<file path="config.mk">
export PLATFORM = sky130hd
export DESIGN_NAME = uart_rx_frame
export DESIGN_NICKNAME = d
export VERILOG_FILES = /design/src/rtl/uart_pkg.sv /design/src/rtl/uart_os_tick.sv /design/src/rtl/uart_rx_frame.sv
export SDC_FILE = /design/constraint.sdc
export NUM_CORES = 1
export LEC_CHECK = 0
export ABC_CLOCK_PERIOD_IN_PS = 1610
export CAP_MARGIN = 20
export CORE_MARGIN = 1.5
export CORE_UTILIZATION = 51
export CTS_BUF_LIST = sky130_fd_sc_hd__clkbuf_16
export DETAILED_ROUTE_END_ITERATION = 10
export GPL_ROUTABILITY_DRIVEN = 0
export PLACE_DENSITY = 0.72
export SLEW_MARGIN = 30
export SYNTH_ARGS = -nofsm -noshare
export SYNTH_HDL_FRONTEND = slang
export SYNTH_HIERARCHICAL = 1
export SYNTH_SLANG_ARGS = --single-unit
</file>
<file path="constraint.sdc">
create_clock -name i_clk -period 1.61 [get_ports i_clk]
set_clock_uncertainty 0.15 [all_clocks]
set_input_delay 0.2415 -clock i_clk [delete_from_list [all_inputs] [get_ports i_clk]]
set_output_delay 0.2415 -clock i_clk [all_outputs]
set_load 0.005 [all_outputs]
</file>
<file path="src/rtl/uart_pkg.sv">
// Shared constants, FSM encoding and tick-divisor helper for the UART receiver.
package uart_pkg;

  localparam int unsigned PARITY_NONE = 0;
  localparam int unsigned PARITY_ODD  = 1;
  localparam int unsigned PARITY_EVEN = 2;

  typedef enum logic [2:0] {
    ST_IDLE,
    ST_START,
    ST_DATA,
    ST_PARITY,
    ST_STOP
  } state_e;

  // Clocks per oversample tick, floored, never below 1.
  function automatic int unsigned calc_div(input int unsigned clk_freq,
                                           input int unsigned baud,
                                           input int unsigned os);
    int unsigned d;
    d = clk_freq / (baud * os);
    return (d == 0) ? 32'd1 : d;
  endfunction

endpackage

</file>
<file path="src/rtl/uart_os_tick.sv">
// Oversample tick generator: one tick every DIV clocks, with the tick's index inside the bit.
module uart_os_tick
  import uart_pkg::*;
#(
  parameter  int unsigned DIV        = 1,
  parameter  int unsigned OVERSAMPLE = 16,
  localparam int unsigned IDX_W      = $clog2(OVERSAMPLE)
) (
  input  logic             i_clk,
  input  logic             i_rst_n,
  input  logic             i_clr,
  output logic             o_tick,
  output logic [IDX_W-1:0] o_tick_idx
);

  localparam int unsigned      CNT_W   = (DIV > 1) ? $clog2(DIV) : 1;
  localparam logic [CNT_W-1:0] CNT_MAX = CNT_W'(DIV - 1);
  localparam logic [IDX_W-1:0] IDX_MAX = IDX_W'(OVERSAMPLE - 1);

  logic [CNT_W-1:0] cnt_q, cnt_d;
  logic             tick_q, tick_d;
  logic [IDX_W-1:0] idx_q, idx_d;

  // Divide the clock; the index advances after each tick and wraps per bit period.
  always_comb begin
    cnt_d  = cnt_q;
    tick_d = 1'b0;
    idx_d  = idx_q;
    if (tick_q) idx_d = (idx_q == IDX_MAX) ? '0 : idx_q + 1'b1;
    if (i_clr) begin
      cnt_d = '0;
      idx_d = '0;
    end else if (cnt_q == CNT_MAX) begin
      cnt_d  = '0;
      tick_d = 1'b1;
    end else begin
      cnt_d = cnt_q + 1'b1;
    end
  end

  // Counter registers.
  always_ff @(posedge i_clk or negedge i_rst_n) begin
    if (!i_rst_n) begin
      cnt_q  <= '0;
      tick_q <= 1'b0;
      idx_q  <= '0;
    end else begin
      cnt_q  <= cnt_d;
      tick_q <= tick_d;
      idx_q  <= idx_d;
    end
  end

  assign o_tick     = tick_q;
  assign o_tick_idx = idx_q;

endmodule

</file>
<file path="src/rtl/uart_rx_frame.sv">
// Oversampled UART receiver with 2-of-3 bit voting and a valid/ready word output.
module uart_rx_frame
  import uart_pkg::*;
#(
  parameter int unsigned CLK_FREQ   = 50_000_000,
  parameter int unsigned BAUD_RATE  = 9600,
  parameter int unsigned OVERSAMPLE = 16,
  parameter int unsigned DATA_BITS  = 8,
  parameter int unsigned PARITY     = 0,
  parameter int unsigned STOP_BITS  = 1
) (
  input  logic                 i_clk,
  input  logic                 i_rst_n,
  input  logic                 i_rx,
  input  logic                 i_rx_ready,
  output logic [DATA_BITS-1:0] o_rx_data,
  output logic                 o_rx_valid,
  output logic                 o_parity_err,
  output logic                 o_frame_err,
  output logic                 o_overrun,
  output logic                 o_busy
);

  localparam int unsigned      DIV      = calc_div(CLK_FREQ, BAUD_RATE, OVERSAMPLE);
  localparam int unsigned      IDX_W    = $clog2(OVERSAMPLE);
  localparam int unsigned      BIT_W    = $clog2(DATA_BITS);
  localparam logic [IDX_W-1:0] SMP0     = IDX_W'(OVERSAMPLE / 2 - 1);
  localparam logic [IDX_W-1:0] SMP1     = IDX_W'(OVERSAMPLE / 2);
  localparam logic [IDX_W-1:0] VOTE     = IDX_W'(OVERSAMPLE / 2 + 1);
  localparam logic [BIT_W-1:0] LAST_BIT = BIT_W'(DATA_BITS - 1);

  state_e               state_q, state_d;
  logic [1:0]           sync_q;
  logic                 rx_s;
  logic                 tick;
  logic [IDX_W-1:0]     tick_idx;
  logic                 clr_c, vote_c, bit_c, commit_c, par_bad_c, stop_last_c;
  logic [1:0]           smp_q, smp_d;
  logic [BIT_W-1:0]     bit_cnt_q, bit_cnt_d;
  logic [DATA_BITS-1:0] shift_q, shift_d;
  logic                 par_err_q, par_err_d, frm_err_q, frm_err_d;
  logic                 armed_q, armed_d;
  logic [DATA_BITS-1:0] rx_data_q, rx_data_d;
  logic                 valid_q, valid_d, perr_q, perr_d, ferr_q, ferr_d;
  logic                 overrun_q, overrun_d, busy_q, busy_d;

  // Two-flop synchroniser for the asynchronous line; idles high out of reset.
  always_ff @(posedge i_clk or negedge i_rst_n) begin
    if (!i_rst_n) sync_q <= 2'b11;
    else          sync_q <= {sync_q[0], i_rx};
  end
  assign rx_s = sync_q[1];

  uart_os_tick #(
    .DIV        (DIV),
    .OVERSAMPLE (OVERSAMPLE)
  ) u_tick (
    .i_clk      (i_clk),
    .i_rst_n    (i_rst_n),
    .i_clr      (clr_c),
    .o_tick     (tick),
    .o_tick_idx (tick_idx)
  );

  assign vote_c = tick && (tick_idx == VOTE);
  assign bit_c  = (smp_q[0] & smp_q[1]) | (smp_q[0] & rx_s) | (smp_q[1] & rx_s);

  if (PARITY != PARITY_NONE) begin : g_par
    localparam logic ODD = (PARITY == PARITY_ODD);
    assign par_bad_c = ((^shift_q) ^ bit_c) != ODD;
  end else begin : g_nopar
    assign par_bad_c = 1'b0;
  end

  if (STOP_BITS == 2) begin : g_stop2
    logic stop_cnt_q, stop_cnt_d;
    // Count which stop bit is being voted; cleared outside STOP.
    always_comb begin
      stop_cnt_d = stop_cnt_q;
      if (state_q != ST_STOP) stop_cnt_d = 1'b0;
      else if (vote_c)        stop_cnt_d = ~stop_cnt_q;
    end
    // Stop-bit index register.
    always_ff @(posedge i_clk or negedge i_rst_n) begin
      if (!i_rst_n) stop_cnt_q <= 1'b0;
      else          stop_cnt_q <= stop_cnt_d;
    end
    assign stop_last_c = stop_cnt_q;
  end else begin : g_stop1
    assign stop_last_c = 1'b1;
  end

  // Frame FSM, sample capture and word commit/handshake.
  always_comb begin
    state_d   = state_q;
    smp_d     = smp_q;
    bit_cnt_d = bit_cnt_q;
    shift_d   = shift_q;
    par_err_d = par_err_q;
    frm_err_d = frm_err_q;
    armed_d   = armed_q;
    clr_c     = 1'b0;
    commit_c  = 1'b0;
    rx_data_d = rx_data_q;
    valid_d   = valid_q;
    perr_d    = perr_q;
    ferr_d    = ferr_q;
    overrun_d = 1'b0;

    if (tick && (tick_idx == SMP0)) smp_d[0] = rx_s;
    if (tick && (tick_idx == SMP1)) smp_d[1] = rx_s;

    case (state_q)
      ST_IDLE: begin
        clr_c = 1'b1;
        if (rx_s) begin
          armed_d = 1'b1;
        end else if (armed_q) begin
          state_d   = ST_START;
          bit_cnt_d = '0;
          par_err_d = 1'b0;
          frm_err_d = 1'b0;
        end
      end
      ST_START: if (vote_c) state_d = bit_c ? ST_IDLE : ST_DATA;
      ST_DATA: if (vote_c) begin
        shift_d   = {bit_c, shift_q[DATA_BITS-1:1]};
        bit_cnt_d = bit_cnt_q + 1'b1;
        if (bit_cnt_q == LAST_BIT) state_d = (PARITY != PARITY_NONE) ? ST_PARITY : ST_STOP;
      end
      ST_PARITY: if (vote_c) begin
        if (par_bad_c) par_err_d = 1'b1;
        state_d = ST_STOP;
      end
      ST_STOP: if (vote_c) begin
        if (!bit_c) frm_err_d = 1'b1;
        if (stop_last_c) begin
          commit_c = 1'b1;
          armed_d  = bit_c;  // after a low stop (break) wait for the line to return high
          state_d  = ST_IDLE;
        end
      end
      default: state_d = ST_IDLE;
    endcase

    if (valid_q && i_rx_ready) valid_d = 1'b0;
    if (commit_c) begin
      rx_data_d = shift_q;
      valid_d   = 1'b1;
      perr_d    = par_err_q;
      ferr_d    = frm_err_d;
      overrun_d = valid_q && !i_rx_ready;
    end
    busy_d = (state_d != ST_IDLE);
  end

  // FSM state register.
  always_ff @(posedge i_clk or negedge i_rst_n) begin
    if (!i_rst_n) state_q <= ST_IDLE;
    else          state_q <= state_d;
  end

  // Datapath and output registers.
  always_ff @(posedge i_clk or negedge i_rst_n) begin
    if (!i_rst_n) begin
      smp_q     <= 2'b11;
      bit_cnt_q <= '0;
      shift_q   <= '0;
      par_err_q <= 1'b0;
      frm_err_q <= 1'b0;
      armed_q   <= 1'b1;
      rx_data_q <= '0;
      valid_q   <= 1'b0;
      perr_q    <= 1'b0;
      ferr_q    <= 1'b0;
      overrun_q <= 1'b0;
      busy_q    <= 1'b0;
    end else begin
      smp_q     <= smp_d;
      bit_cnt_q <= bit_cnt_d;
      shift_q   <= shift_d;
      par_err_q <= par_err_d;
      frm_err_q <= frm_err_d;
      armed_q   <= armed_d;
      rx_data_q <= rx_data_d;
      valid_q   <= valid_d;
      perr_q    <= perr_d;
      ferr_q    <= ferr_d;
      overrun_q <= overrun_d;
      busy_q    <= busy_d;
    end
  end

  assign o_rx_data    = rx_data_q;
  assign o_rx_valid   = valid_q;
  assign o_parity_err = perr_q;
  assign o_frame_err  = ferr_q;
  assign o_overrun    = overrun_q;
  assign o_busy       = busy_q;

endmodule

</file>
# Yosys cells after proc, flatten, opt, wreduce, memory -nomap -nowiden
# Cells that the tools add are included.
classes:
  n_addsub: 3
  eq_ne: 15
  mux: 34
  bitwise_logic: 5
  reduce_logical: 15
op_table:
  columns: ["op", "count"]
  rows:
  - ["two-way mux 3 bit", 10]
  - ["two-way mux 9 bit", 2]
  - ["case mux 3 bit (5 select lines)", 1]
  - ["two-way mux 1 bit", 14]
  - ["equality test 4 bit (second input constant)", 3]
  - ["two-way mux 4 bit", 3]
  - ["inequality test 2 bit (second input constant)", 5]
  - ["adder 9 x 1 -> 9 bit (second input constant)", 1]
  - ["equality test 9 bit (second input constant)", 1]
  - ["nonzero test 2 bit", 4]
  - ["equality test 3 x 2 -> 1 bit (second input constant)", 2]
  - ["equality test 3 bit (second input constant)", 2]
  - ["case mux 3 bit (2 select lines)", 1]
  - ["logical AND 1 bit", 5]
  - ["adder 4 x 1 -> 4 bit (second input constant)", 1]
  - ["equality test 4 x 3 -> 1 bit (second input constant)", 1]
  - ["case mux 1 bit (2 select lines)", 2]
  - ["AND reduction 4 bit", 1]
  - ["adder 3 x 1 -> 3 bit (second input constant)", 1]
  - ["AND 1 bit", 3]
  - ["equality test 3 x 1 -> 1 bit (second input constant)", 1]
  - ["logical NOT 3 bit", 1]
  - ["AND reduction 3 bit", 1]
  - ["nonzero test 3 bit", 1]
  - ["4 further kinds", 5]
word_totals:
  register_bits: 46
  elab_cells: 88

# Depth between registers and ports, before layout
logic_depth:
  depth_word: 7
  depth_mapped: 6
  mapped_depth_nobuf: 6

# Hierarchy
# Netlist, hierarchy kept.
by_module_without_submodules:
  columns: ["module", "n_inst", "cells_each", "area_each_um2"]
  rows:
  - ["uart_rx_frame", 1, 114, 1400.1]
  - ["uart_os_tick", 1, 66, 666.9]

# Least setup slack after synthesis
# OpenSTA, ideal clock, no wires.
synth_path:
  path_kind: "reg2reg"
  startpoint: "register u_tick.idx_q[2], in the netlist u_tick/o_tick_idx[2]"
  endpoint: "register rx_data_q[0], in the netlist o_rx_data[0]"
  setup_ns: 0.117
  t_arrival_ns: 1.506
  setup_slack_ns: -0.163
  stages_incl_launch_ff: 6
  n_path_buf: 1
  period_less_slack_ns: 1.773
  cell_sequence: "dfrtp_1 nand4bb_4 or4b_4 buf_2 nand2_1 nand2_1"
synth_between:
  elab_chain_len: 4
synth_rtl:
  columns: ["item", "line", "source"]
  rows:
  - ["start, declared", "uart_os_tick.sv:22", "logic [IDX_W-1:0] idx_q, idx_d;"]
  - ["start signal, assigned", "uart_os_tick.sv:50", "idx_q <= idx_d;"]
  - ["equality test 4 bit", "uart_rx_frame.sv:65", "assign vote_c = tick && (tick_idx == VOTE);"]
  - ["logical AND 1 bit", "uart_rx_frame.sv:65", null]
  - ["two-way mux 1 bit", "uart_rx_frame.sv:135", "ST_STOP: if (vote_c) begin"]
  - ["two-way mux 1 bit", "uart_rx_frame.sv:113", "case (state_q)"]
  - ["end signal, assigned", "uart_rx_frame.sv:185", "rx_data_q <= rx_data_d;"]
  - ["end, declared", "uart_rx_frame.sv:43", "logic [DATA_BITS-1:0] rx_data_q, rx_data_d;"]
# No other way between the ends.
# A chain may end at the register's enable or synchronous reset.

# Worst setup path in the final report
layout_path:
  startpoint: "register armed_q"
  endpoint: "register bit_cnt_q[0]"
layout_between:
  elab_chain_len: 2
layout_rtl:
  columns: ["item", "line", "source"]
  rows:
  - ["start, declared", "uart_rx_frame.sv:42", "logic armed_q, armed_d;"]
  - ["start signal, assigned", "uart_rx_frame.sv:184", "armed_q <= armed_d;"]
  - ["inequality test 2 bit (no line)", null, null]
  - ["AND reduction 4 bit (no line)", null, null]
  - ["end signal, assigned", "uart_rx_frame.sv:180", "bit_cnt_q <= bit_cnt_d;"]
  - ["end, declared", "uart_rx_frame.sv:39", "logic [BIT_W-1:0] bit_cnt_q, bit_cnt_d;"]
# No other way between the ends.

==> qor.csv <==
metric,value,unit
worst-path cell chain,or4b_4 -> a22o_4 -> mux2_4,
combinational family with the most area after synthesis,simple AND/OR/NAND/NOR gates,
# fillers,225,
Final ANT Viol Nets,0,
outcome,"finished, violations left",
Final setup viols,31,
multiplexer area fraction after synthesis,6.96,%
Syn Nets,189,
Post-Route M1 WL,2040,um
Tot Pwr,2.83,mW
ys flop type,dfrtp_1,
initial core utilization,54.8,%
number of global-route vias before repair,1624,
Synth Area in Simple Gates,21.1,%
DP Wirelength,2930,um
DRC,0,
MaxCap Viol Count,0,
final slew viol count,0,
Post-synth EDFFs,0,
Max Used Layer,met4,
Compound-Gate Fraction of Synth Area,8.66,%
Setup crit start kind,flip-flop,
WL/cell,16.4,um
RSZ-0062 raised after global routing,true,
synth top area cells,"dfrtp_1, dfstp_2, mux2_2",
htree depth,2,
Worst-path clk slew,0.06,ns
I/O Buffers,15,
WHS,0.208,ns
Die Y,66.7,um
clock sinks,46,
"Cell Area, Synth",2070,um^2
Max VDD drop,0.000629,V
Async SR Flop Fraction,100,%
Total GRT Usage,23.5,%
Area Overhead vs Synth,38.0,%
Highest Clock Rate,0.564,GHz
post-synth top area share,49.6,%
remaining global-route overflow,0,
Cell Pwr Density,991,nW/um^2
clock period minus worst slack,1.77,ns
die area,4440,um^2
Die W,66.7,um
iteration count of the initial detailed-routing pass,4,
final wirelength,4690,um
WL met2,2400,um
met3 WL post-DR,140,um
Fin. Hold Viols,0,
"Clk Latency, worst-skew pair",0.28,ns
Antenna diodes,0,
post-synthesis xor/xnor area fraction,1.69,%
worst hold-check path type,flip-flop to flip-flop,
post-route cell area,2850,um^2
critical path type,flip-flop to flip-flop,
cell taking the most area after synthesis,dfrtp_1,
dpl cell area,2500,um^2
Final period util,110,%
Syn Area/Cell,11.5,um^2
CP Max Fanout,3,
clock buffer depth,2,
CP Capture Type,flip-flop,
Core Rows,22,
layout cells sized above 1,37.1,%
# IOs,17,
largest net degree at the start of global routing,47,
first-pass GRT wire length,7660,um
failing checks,setup timing,
sequential share of the synthesized area,56.0,%
"Distinct cells, synth",43,
antenna violations before repair,0,
1st-iter DRT viols,81,
min setup slack post-route,-0.163,ns
adder-cell share of the synthesized area,3.57,%
arrival time worst endpoint,1.79,ns
CP max stage delay,0.53,ns
Leakage,1.35,nW
Place WS,-0.213,ns
Core ar.,3770,um^2
Critical-path top delay cell,dfstp_2,
NumNets Final,245,
final design utilization,75.6,%
via density per instance,5.47,
CP required,1.63,ns
clock buffer count from CTS,5,
via count,1560,
Ys Warns,6,
register bit total from synthesis,46,
Root Driver,clkbuf_16,
synthesized netlist cell count,180,
CTS tree,done,
-- power by group --
part	leakage, nW	internal (mW)	total [mW]	switching [mW]
clock network	0.0864	0.721	1.12	0.404
logic	0.658	0.183	0.383	0.200
registers	0.608	1.23	1.32	0.0871
-- worst paths after layout --
check / start / endpoint / slack, ns / cells after the start
min in group asynchronous: i_rst_n / u_tick/o_tick_idx[2] / 0.32 / 3
setup / recovery: armed_q / bit_cnt_q[0] / -0.16 / 3
hold reg to reg: sync_q[0] / sync_q[1] / 0.21 / 0
setup reg to reg: armed_q / bit_cnt_q[0] / -0.16 / 3
hold / removal: sync_q[0] / sync_q[1] / 0.21 / 0
max in group asynchronous: i_rst_n / smp_q[1] / 0.72 / 3
-- per-stage QoR --
step                setup TNS (ns)  cells
finish                       -2.27    285
global route                 -4.62    285
CTS                          -1.82    281
detailed placement           -2.02    266
global placement             -1.58    266
floorplan                    -1.69    180
-- logic make-up (layout without fill, tap and decap cells) --
logic type                 count (synthesis)  count (layout)
muxes                                     13              13
buffers and inverters                      8              64
AOI/OAI and AO/OA                         26              26
adders and majority gates                  6               6
other                                      1               1
DFF                                       46              46
xor gates and xnor gates                   4               4
and+or+nand+nor                           76              77
-- worst max-delay path, delay by kind of cell (launching register included) --
kind,cells,cell delay (ns)
and+or+nand+nor,1,0.48
DFF,1,0.53
AOI/OAI and AO/OA,1,0.25
muxes,1,0.25
-- per-layer routing --
layer,vias to the layer above,track usage (%)
met5,-,0
met4,0,7.65
met3,11,5.41
met2,28,39.9
met1,777,29.6
li1,744,-
-- synthesized netlist by cell type (all sizes together), types with 2 or more instances --
| library cell | number |
|---|---|
| dfrtp | 41 |
| nand2 | 32 |
| nor2 | 13 |
| mux2 | 11 |
| a21oi | 9 |
| o21ai | 9 |
| nand3 | 6 |
| or3 | 6 |
| dfstp | 5 |
| ha | 5 |
| buf | 4 |
| a22o | 3 |
| inv | 3 |
| xor2 | 3 |
| mux2i | 2 |
| nand2b | 2 |
| nand4 | 2 |
| nor2b | 2 |
| nor3b | 2 |
| nor4b | 2 |
| or4b | 2 |
-- registers in the layout (all words and copies together) (netlist names) --
name,flops
u_tick/o_tick,1
frm_err_q,1
bit_cnt_q,3
o_busy,1
smp_q,2
armed_q,1
sync_q,2
o_rx_data,8
shift_q,8
u_tick/o_tick_idx,4
o_rx_valid,1
o_overrun,1
state_q,3
o_frame_err,1
u_tick/cnt_q,9
-- placed cells by master (no fill, tap or decap), drive strengths merged, types with 2 or more instances in the layout --
cell type,netlist,layout
mux2i,2,2
clkdlybuf4s50,0,14
nor2b,2,2
nor4b,2,2
nor3b,2,2
nor2,13,13
o21ai,9,9
ha,5,5
nand4,2,2
nand2b,2,2
dfstp,5,5
or4b,2,3
clkbuf,1,5
xor2,3,3
inv,3,5
buf,4,38
or3,6,6
dfrtp,41,41
nand2,32,32
mux2,11,11
nand3,6,6
a22o,3,3
a21oi,9,9
-- final cells by class --
| type | count | area (um^2) | share of cell area [%] |
|---|---|---|---|
| sequential | 46 | 1160 | 40.6 |
| multi-input combinational | 127 | 975 | 34.2 |
| timing repair buffer | 53 | 484 | 17.0 |
| clock buffer | 5 | 125 | 4.39 |
| tap | 48 | 60.1 | 2.11 |
| clock inverter | 3 | 37.5 | 1.32 |
| inverter | 3 | 11.3 | 0.395 |
-- repair_timing --
| item | CTS | global route |
|---|---|---|
| setup endpoints to repair | 25 | 32 |
| buffers inserted | 5 | 4 |
| resized for setup | 11 | 15 |
| pin swaps | 12 | 8 |
| cloned | 1 | 0 |
| hold buffers | 1 | 0 |
| hold endpoints to repair | 41 | 0 |
Note: power is estimated with default switching activity, not from simulation.
